**src/rtl/serializer.sv**
```systemverilog
// rtl/serializer.sv - parallel-to-serial transmit stage with optional Hamming encode
// Accepts a word on valid/ready, shifts it MSB first at a divided bit rate, then idles for a gap.
module serializer #(
  parameter int DATA_WIDTH = 8,
  parameter int HAS_ECC    = 0,
  parameter int CLK_DIV    = 1,
  parameter int GAP_CYCLES = 0
) (
  input  logic                  clk_i,
  input  logic                  rst_n_i,
  input  logic [DATA_WIDTH-1:0] data_i,
  input  logic                  valid_i,
  output logic                  ready_o,
  output logic                  serial_out_o,
  output logic                  enable_o,
  output logic                  start_o,
  output logic                  busy_o
);
  function automatic int f_code_bits(input int width);
    int r;
    r = 1;
    while ((1 << r) < (width + r + 1)) r = r + 1;
    return r;
  endfunction

  localparam int CODE_BITS   = f_code_bits(DATA_WIDTH);
  localparam int CODED_WIDTH = DATA_WIDTH + CODE_BITS;
  localparam int FRAME_WIDTH = (HAS_ECC != 0) ? CODED_WIDTH : DATA_WIDTH;
  localparam int BIT_W       = $clog2(FRAME_WIDTH) + 1;
  localparam int DIV_W       = $clog2(CLK_DIV) + 1;
  localparam int GAP_W       = $clog2(GAP_CYCLES + 1) + 1;
  localparam int GAP_LAST    = (GAP_CYCLES > 0) ? GAP_CYCLES - 1 : 0;

  // Check bit i covers codeword positions with bit i set; data fills non-power-of-two positions from 3 up.
  function automatic logic [CODE_BITS-1:0] f_check(input logic [DATA_WIDTH-1:0] data);
    logic [CODE_BITS-1:0] chk;
    int d;
    chk = '0;
    d = 0;
    for (int pos = 1; pos <= CODED_WIDTH; pos++) begin
      if ((pos & (pos - 1)) != 0) begin
        if (data[d]) chk = chk ^ pos[CODE_BITS-1:0];
        d = d + 1;
      end
    end
    return chk;
  endfunction

  logic [FRAME_WIDTH-1:0] w_frame;

  generate
    if (HAS_ECC != 0) begin : g_ecc
      assign w_frame = {data_i, f_check(data_i)};
    end else begin : g_raw
      assign w_frame = data_i;
    end
  endgenerate

  typedef enum logic [1:0] {S_IDLE, S_SHIFT, S_GAP} state_t;

  state_t                 r_state;
  logic [FRAME_WIDTH-1:0] r_shift;
  logic [BIT_W-1:0]       r_bit_cnt;
  logic [DIV_W-1:0]       r_div_cnt;
  logic [GAP_W-1:0]       r_gap_cnt;
  logic                   w_bit_last_cycle;

  assign w_bit_last_cycle = (r_div_cnt == DIV_W'(CLK_DIV - 1));

  always_ff @(posedge clk_i or negedge rst_n_i) begin
    if (!rst_n_i) begin
      r_state      <= S_IDLE;
      r_shift      <= '0;
      r_bit_cnt    <= '0;
      r_div_cnt    <= '0;
      r_gap_cnt    <= '0;
      ready_o      <= 1'b0;
      serial_out_o <= 1'b0;
      enable_o     <= 1'b0;
      start_o      <= 1'b0;
      busy_o       <= 1'b0;
    end else begin
      enable_o <= 1'b0;
      start_o  <= 1'b0;
      case (r_state)
        S_IDLE: begin
          serial_out_o <= 1'b0;
          if (valid_i && ready_o) begin
            r_shift   <= w_frame;
            r_bit_cnt <= '0;
            r_div_cnt <= '0;
            ready_o   <= 1'b0;
            busy_o    <= 1'b1;
            r_state   <= S_SHIFT;
          end else begin
            ready_o <= 1'b1;
          end
        end
        S_SHIFT: begin
          // bit_cnt reaching FRAME_WIDTH means the last bit period has just finished
          if (r_bit_cnt == BIT_W'(FRAME_WIDTH)) begin
            serial_out_o <= 1'b0;
            if (GAP_CYCLES > 0) begin
              r_gap_cnt <= '0;
              r_state   <= S_GAP;
            end else begin
              ready_o <= 1'b1;
              busy_o  <= 1'b0;
              r_state <= S_IDLE;
            end
          end else begin
            if (r_div_cnt == '0) begin
              serial_out_o <= r_shift[FRAME_WIDTH-1];
              r_shift      <= r_shift << 1;
            end
            if (w_bit_last_cycle) begin
              enable_o  <= 1'b1;
              start_o   <= (r_bit_cnt == '0);
              r_div_cnt <= '0;
              r_bit_cnt <= r_bit_cnt + BIT_W'(1);
            end else begin
              r_div_cnt <= r_div_cnt + DIV_W'(1);
            end
          end
        end
        S_GAP: begin
          if (r_gap_cnt == GAP_W'(GAP_LAST)) begin
            ready_o <= 1'b1;
            busy_o  <= 1'b0;
            r_state <= S_IDLE;
          end else begin
            r_gap_cnt <= r_gap_cnt + GAP_W'(1);
          end
        end
        default: r_state <= S_IDLE;
      endcase
    end
  end
endmodule

```
**config.mk**
```make
export PLATFORM = sky130hd
export DESIGN_NAME = serializer
export DESIGN_NICKNAME = d
export VERILOG_FILES = /design/src/rtl/serializer.sv
export SDC_FILE = /design/constraint.sdc
export NUM_CORES = 1
export LEC_CHECK = 0
export BUFFER_PORTS_ARGS = -buffer_cell sky130_fd_sc_hd__buf_2
export CORE_MARGIN = 1.5
export CORE_UTILIZATION = 36
export DETAILED_ROUTE_END_ITERATION = 12
export HOLD_SLACK_MARGIN = 0.06
export PLACE_DENSITY_LB_ADDON = 0.1
export RECOVER_POWER = 25
export SLEW_MARGIN = 20
export SYNTH_ARGS = -nofsm -noshare
export SYNTH_HDL_FRONTEND = slang
export SYNTH_SLANG_ARGS = --single-unit
```
**constraint.sdc**
```tcl
create_clock -name clk_i -period 2.16 [get_ports clk_i]
set_clock_uncertainty 0.15 [all_clocks]
set_input_delay 0.216 -clock clk_i [delete_from_list [all_inputs] [get_ports clk_i]]
set_output_delay 0.216 -clock clk_i [all_outputs]
set_load 0.05 [all_outputs]
```
==> flow_results.org <==
** STA
- Final count of pins violating max slew :: 0
- Aggregate negative setup slack :: 0 ps
- The worst path uses 82.9% of the clock period.
- The hold violation count in the final report came to 0.
- Setup violations remaining at the end of the flow were counted as 0.
- Period minus WS final :: 1790 ps
- At the pin with the least slew margin, the transition time is 910 ps.
- Upper clock frequency limit :: 559 MHz
- Unrepaired setup endpoints after global routing :: no
- Headroom to the max-slew limit came out at 39.3%.

** Logic synthesis
- Synthesized area per cell :: 13.7 sq um
- Post-synth net total :: 75
- Area fraction of the dominant cell type after synthesis :: 50.2%
- After synthesis the cells add up to 847 sq um.
- Cells taking the most area after synthesis :: sky130_fd_sc_hd__dfrtp_1, sky130_fd_sc_hd__mux2_4, sky130_fd_sc_hd__mux2_2, sky130_fd_sc_hd__ha_1, sky130_fd_sc_hd__buf_6
- Synthesis produced a netlist whose cell count is 62.
- Yosys mapped the design onto 25 distinct sky130hd cell types.
- Counting flops and latches in the post-synthesis netlist gives 17.
- Portion of the post-synthesis area used by sequential elements :: 50.2%
- The largest total area in the synthesized netlist belongs to sky130_fd_sc_hd__dfrtp_1.
- Synth warn :: 0

** GRT
- Largest net degree at the start of global routing :: 18
- Combined global-route utilization of all metal layers :: 12.6%
- The number of global-route vias before repair was 501.
- Global-route wire length before repair :: 2350 microns
- After global routing the overflow that remains totals 0.
- Initial antenna violation count :: 0

** Floorplanning
- Boundary pin count :: 16
- In this run the vertical extent of the chip is 51.5 microns.
- The initial utilization of the core area, before any placement, comes to 38.3%.
- Die Outline Area :: 2650 sq um
- Floorplan Core Area :: 2210 sq um
- Std cell rows :: 17
- Overall die width :: 51.5 microns

** Power and ir drop
- Summed over all cells, the static leakage comes to 0.507 nW.
- In this run the power density over the cells is 1450 nW/um^2.
- Power comes to 1.43 mW.
- Across the VDD grid, the largest voltage drop is 0.000723 V.

** Worst setup path
- The worst setup path is launched from a flop.
- Largest fanout on the critical path :: 12
- Number of cells on the worst reg-to-reg path :: 6
- Critical path type :: reg2out
- Register-to-Register Setup Slack :: 370 ps
- Critical path arrival :: 1420 ps
- Data on the critical path is required at its endpoint by 1790 ps.
- Critical Path Sink Type :: output port

** Placed design
- HPWL after DPL :: 934 microns
- At the end of routability-driven placement, the weighted congestion stood at 0.718.
- Port buffer count :: 15

** Final layout
- Synth-to-layout area growth :: 16.7%
- Number of antenna repair diodes :: 0
- After the last flow step, the layout net total stands at 96.
- Share of final-layout standard cells stronger than drive strength 1 :: 50.0%

** Clock network
- Clock tree synthesis inserted a total of 3 buffers.
- Clock latency at the later pin of the worst-skew pair :: 290 ps
- After clock tree synthesis, the clock-pin slew on the worst setup and hold paths is 100 ps.
- The clock drives 17 sinks.
- The longest clock path from root to sink contains 2 buffers.
- CTS built an H-tree with a depth of 1.
- CTS placed an instance of sky130_fd_sc_hd__clkbuf_4 at the clock tree root.
- TritonCTS built the clock tree.
- Once the clock tree was built, the resizer swapped 0 gates to a different size.

** Drt
- Pre-antenna DRT Iters :: 3
- Across all layers, the routed design uses 523 vias.
- Avg WL per Cell :: 12.5 microns
- For this block, the routed nets add up to 1370 microns of wire.
- In this run the remaining antenna-violating nets after routing total 0.
- DR vias/cell :: 4.75
- Number of DRC markers after the initial detailed-route iteration :: 1
- For this run, design rule violations remaining after detail routing come to 0.

** Flow run
- MaxCap Viol Count :: 0

** Min path
- The path class of the tightest hold or removal check is in2reg.
- The worst hold path passes through 3 cells.

** Run status
- The run finished with clean final reports.
[power breakdown]
| group | total, mW | internal [mW] | switching [mW] |
|---|---|---|---|
| Combinational | 0.700 | 0.353 | 0.347 |
| Clock | 0.173 | 0.0689 | 0.104 |
| Sequential | 0.560 | 0.452 | 0.108 |
| Total | 1.43 | 0.874 | 0.559 |
[critical path: stages, from the launching register on]
cell and delay, ps:
sky130_fd_sc_hd__dfrtp_1 620, sky130_fd_sc_hd__buf_4 240, sky130_fd_sc_hd__buf_2 270
[cell usage after synthesis (all sizes together)]
| cell | number |
|---|---|
| ha | 2 |
| and3b | 1 |
| buf | 2 |
| a31oi | 1 |
| o21ai | 2 |
| o31ai | 1 |
| a21oi | 2 |
| mux2 | 15 |
| and3 | 2 |
| a21o | 1 |
| inv | 4 |
| nand3b | 1 |
| nand2 | 2 |
| a31o | 1 |
| o2bb2ai | 1 |
| dfrtp | 17 |
| nor3b | 1 |
| nor3 | 1 |
| nor2 | 1 |
| nor2b | 1 |
| nand3 | 2 |
| a211o | 1 |
[state kept, by name (all words and copies together) (netlist names)]
| signal | cells |
|---|---|
| r_shift | 8 |
| r_bit_cnt | 4 |
| start_o | 1 |
| serial_out_o | 1 |
| ready_o | 1 |
| busy_o | 1 |
| enable_o | 1 |
[per-stage QoR]
stage	setup slack (ps)	instances	util, %	cell area (sq um)	hold WS, ps
finish	370	110	44.7	988	123
detailed placement	384	104	42.6	942	8.41
CTS	344	110	44.7	990	111
global placement	405	104	42.6	942	17.2
floorplan	370	62	-	847	-230
global route	278	110	44.7	988	104
[final timing paths]
path / start / endpoint
worst max register to register: r_bit_cnt[0] / r_shift[3]
worst min-delay path: data_i[5] / r_shift[5]
worst max-delay path: busy_o / busy_o
min in group asynchronous: rst_n_i / ready_o
max in group asynchronous: rst_n_i / r_shift[5]
worst min register to register: r_shift[1] / r_shift[1]
[routing by layer]
metal	track usage [%]	share of wire [%]	wire length, microns	up-vias
li1	-	-	-	264
met1	16.0	49	668	248
met2	18.8	45	622	9
met3	5.17	4.7	64	2
met4	5.26	1.2	16	0
met5	0	0	0	-
[layout by cell type (no fill, tap or decap), drive strengths merged, types with 2 or more instances in the layout]
master,netlist,routed
clkbuf,0,4
mux2,15,15
dlygate4sd3,0,2
nand2,2,2
nand3,2,2
and3,2,2
o21ai,2,2
ha,2,2
buf,2,15
a21oi,2,2
inv,4,4
dfrtp,17,17
[kinds of logic (layout without fill, tap and decap cells)]
group | after synthesis | after routing | synth area share (%)
DFF | 17 | 17 | 50.2
adders and majority gates | 2 | 2 | 2.95
AOI/OAI and AO/OA | 10 | 10 | 9.01
and+or+nand+nor | 12 | 12 | 8.86
muxes | 15 | 15 | 23.9
buffers and inverters | 6 | 26 | 5.02
[final cells by class]
type,count,area [sq um]
tap,28,35.0
multi-input combinational,39,379
clock inverter,1,5.00
sequential,17,425
clock buffer,3,22.5
inverter,4,20.0
timing repair buffer,18,101
fill,221,1220
[timing repair]
item | CTS | global route
setup endpoints to repair | 0 | 0
hold endpoints to repair | 18 | 0
hold buffers | 2 | 0
buffers inserted | 0 | 0
Note: power is estimated with default switching activity, not from simulation.
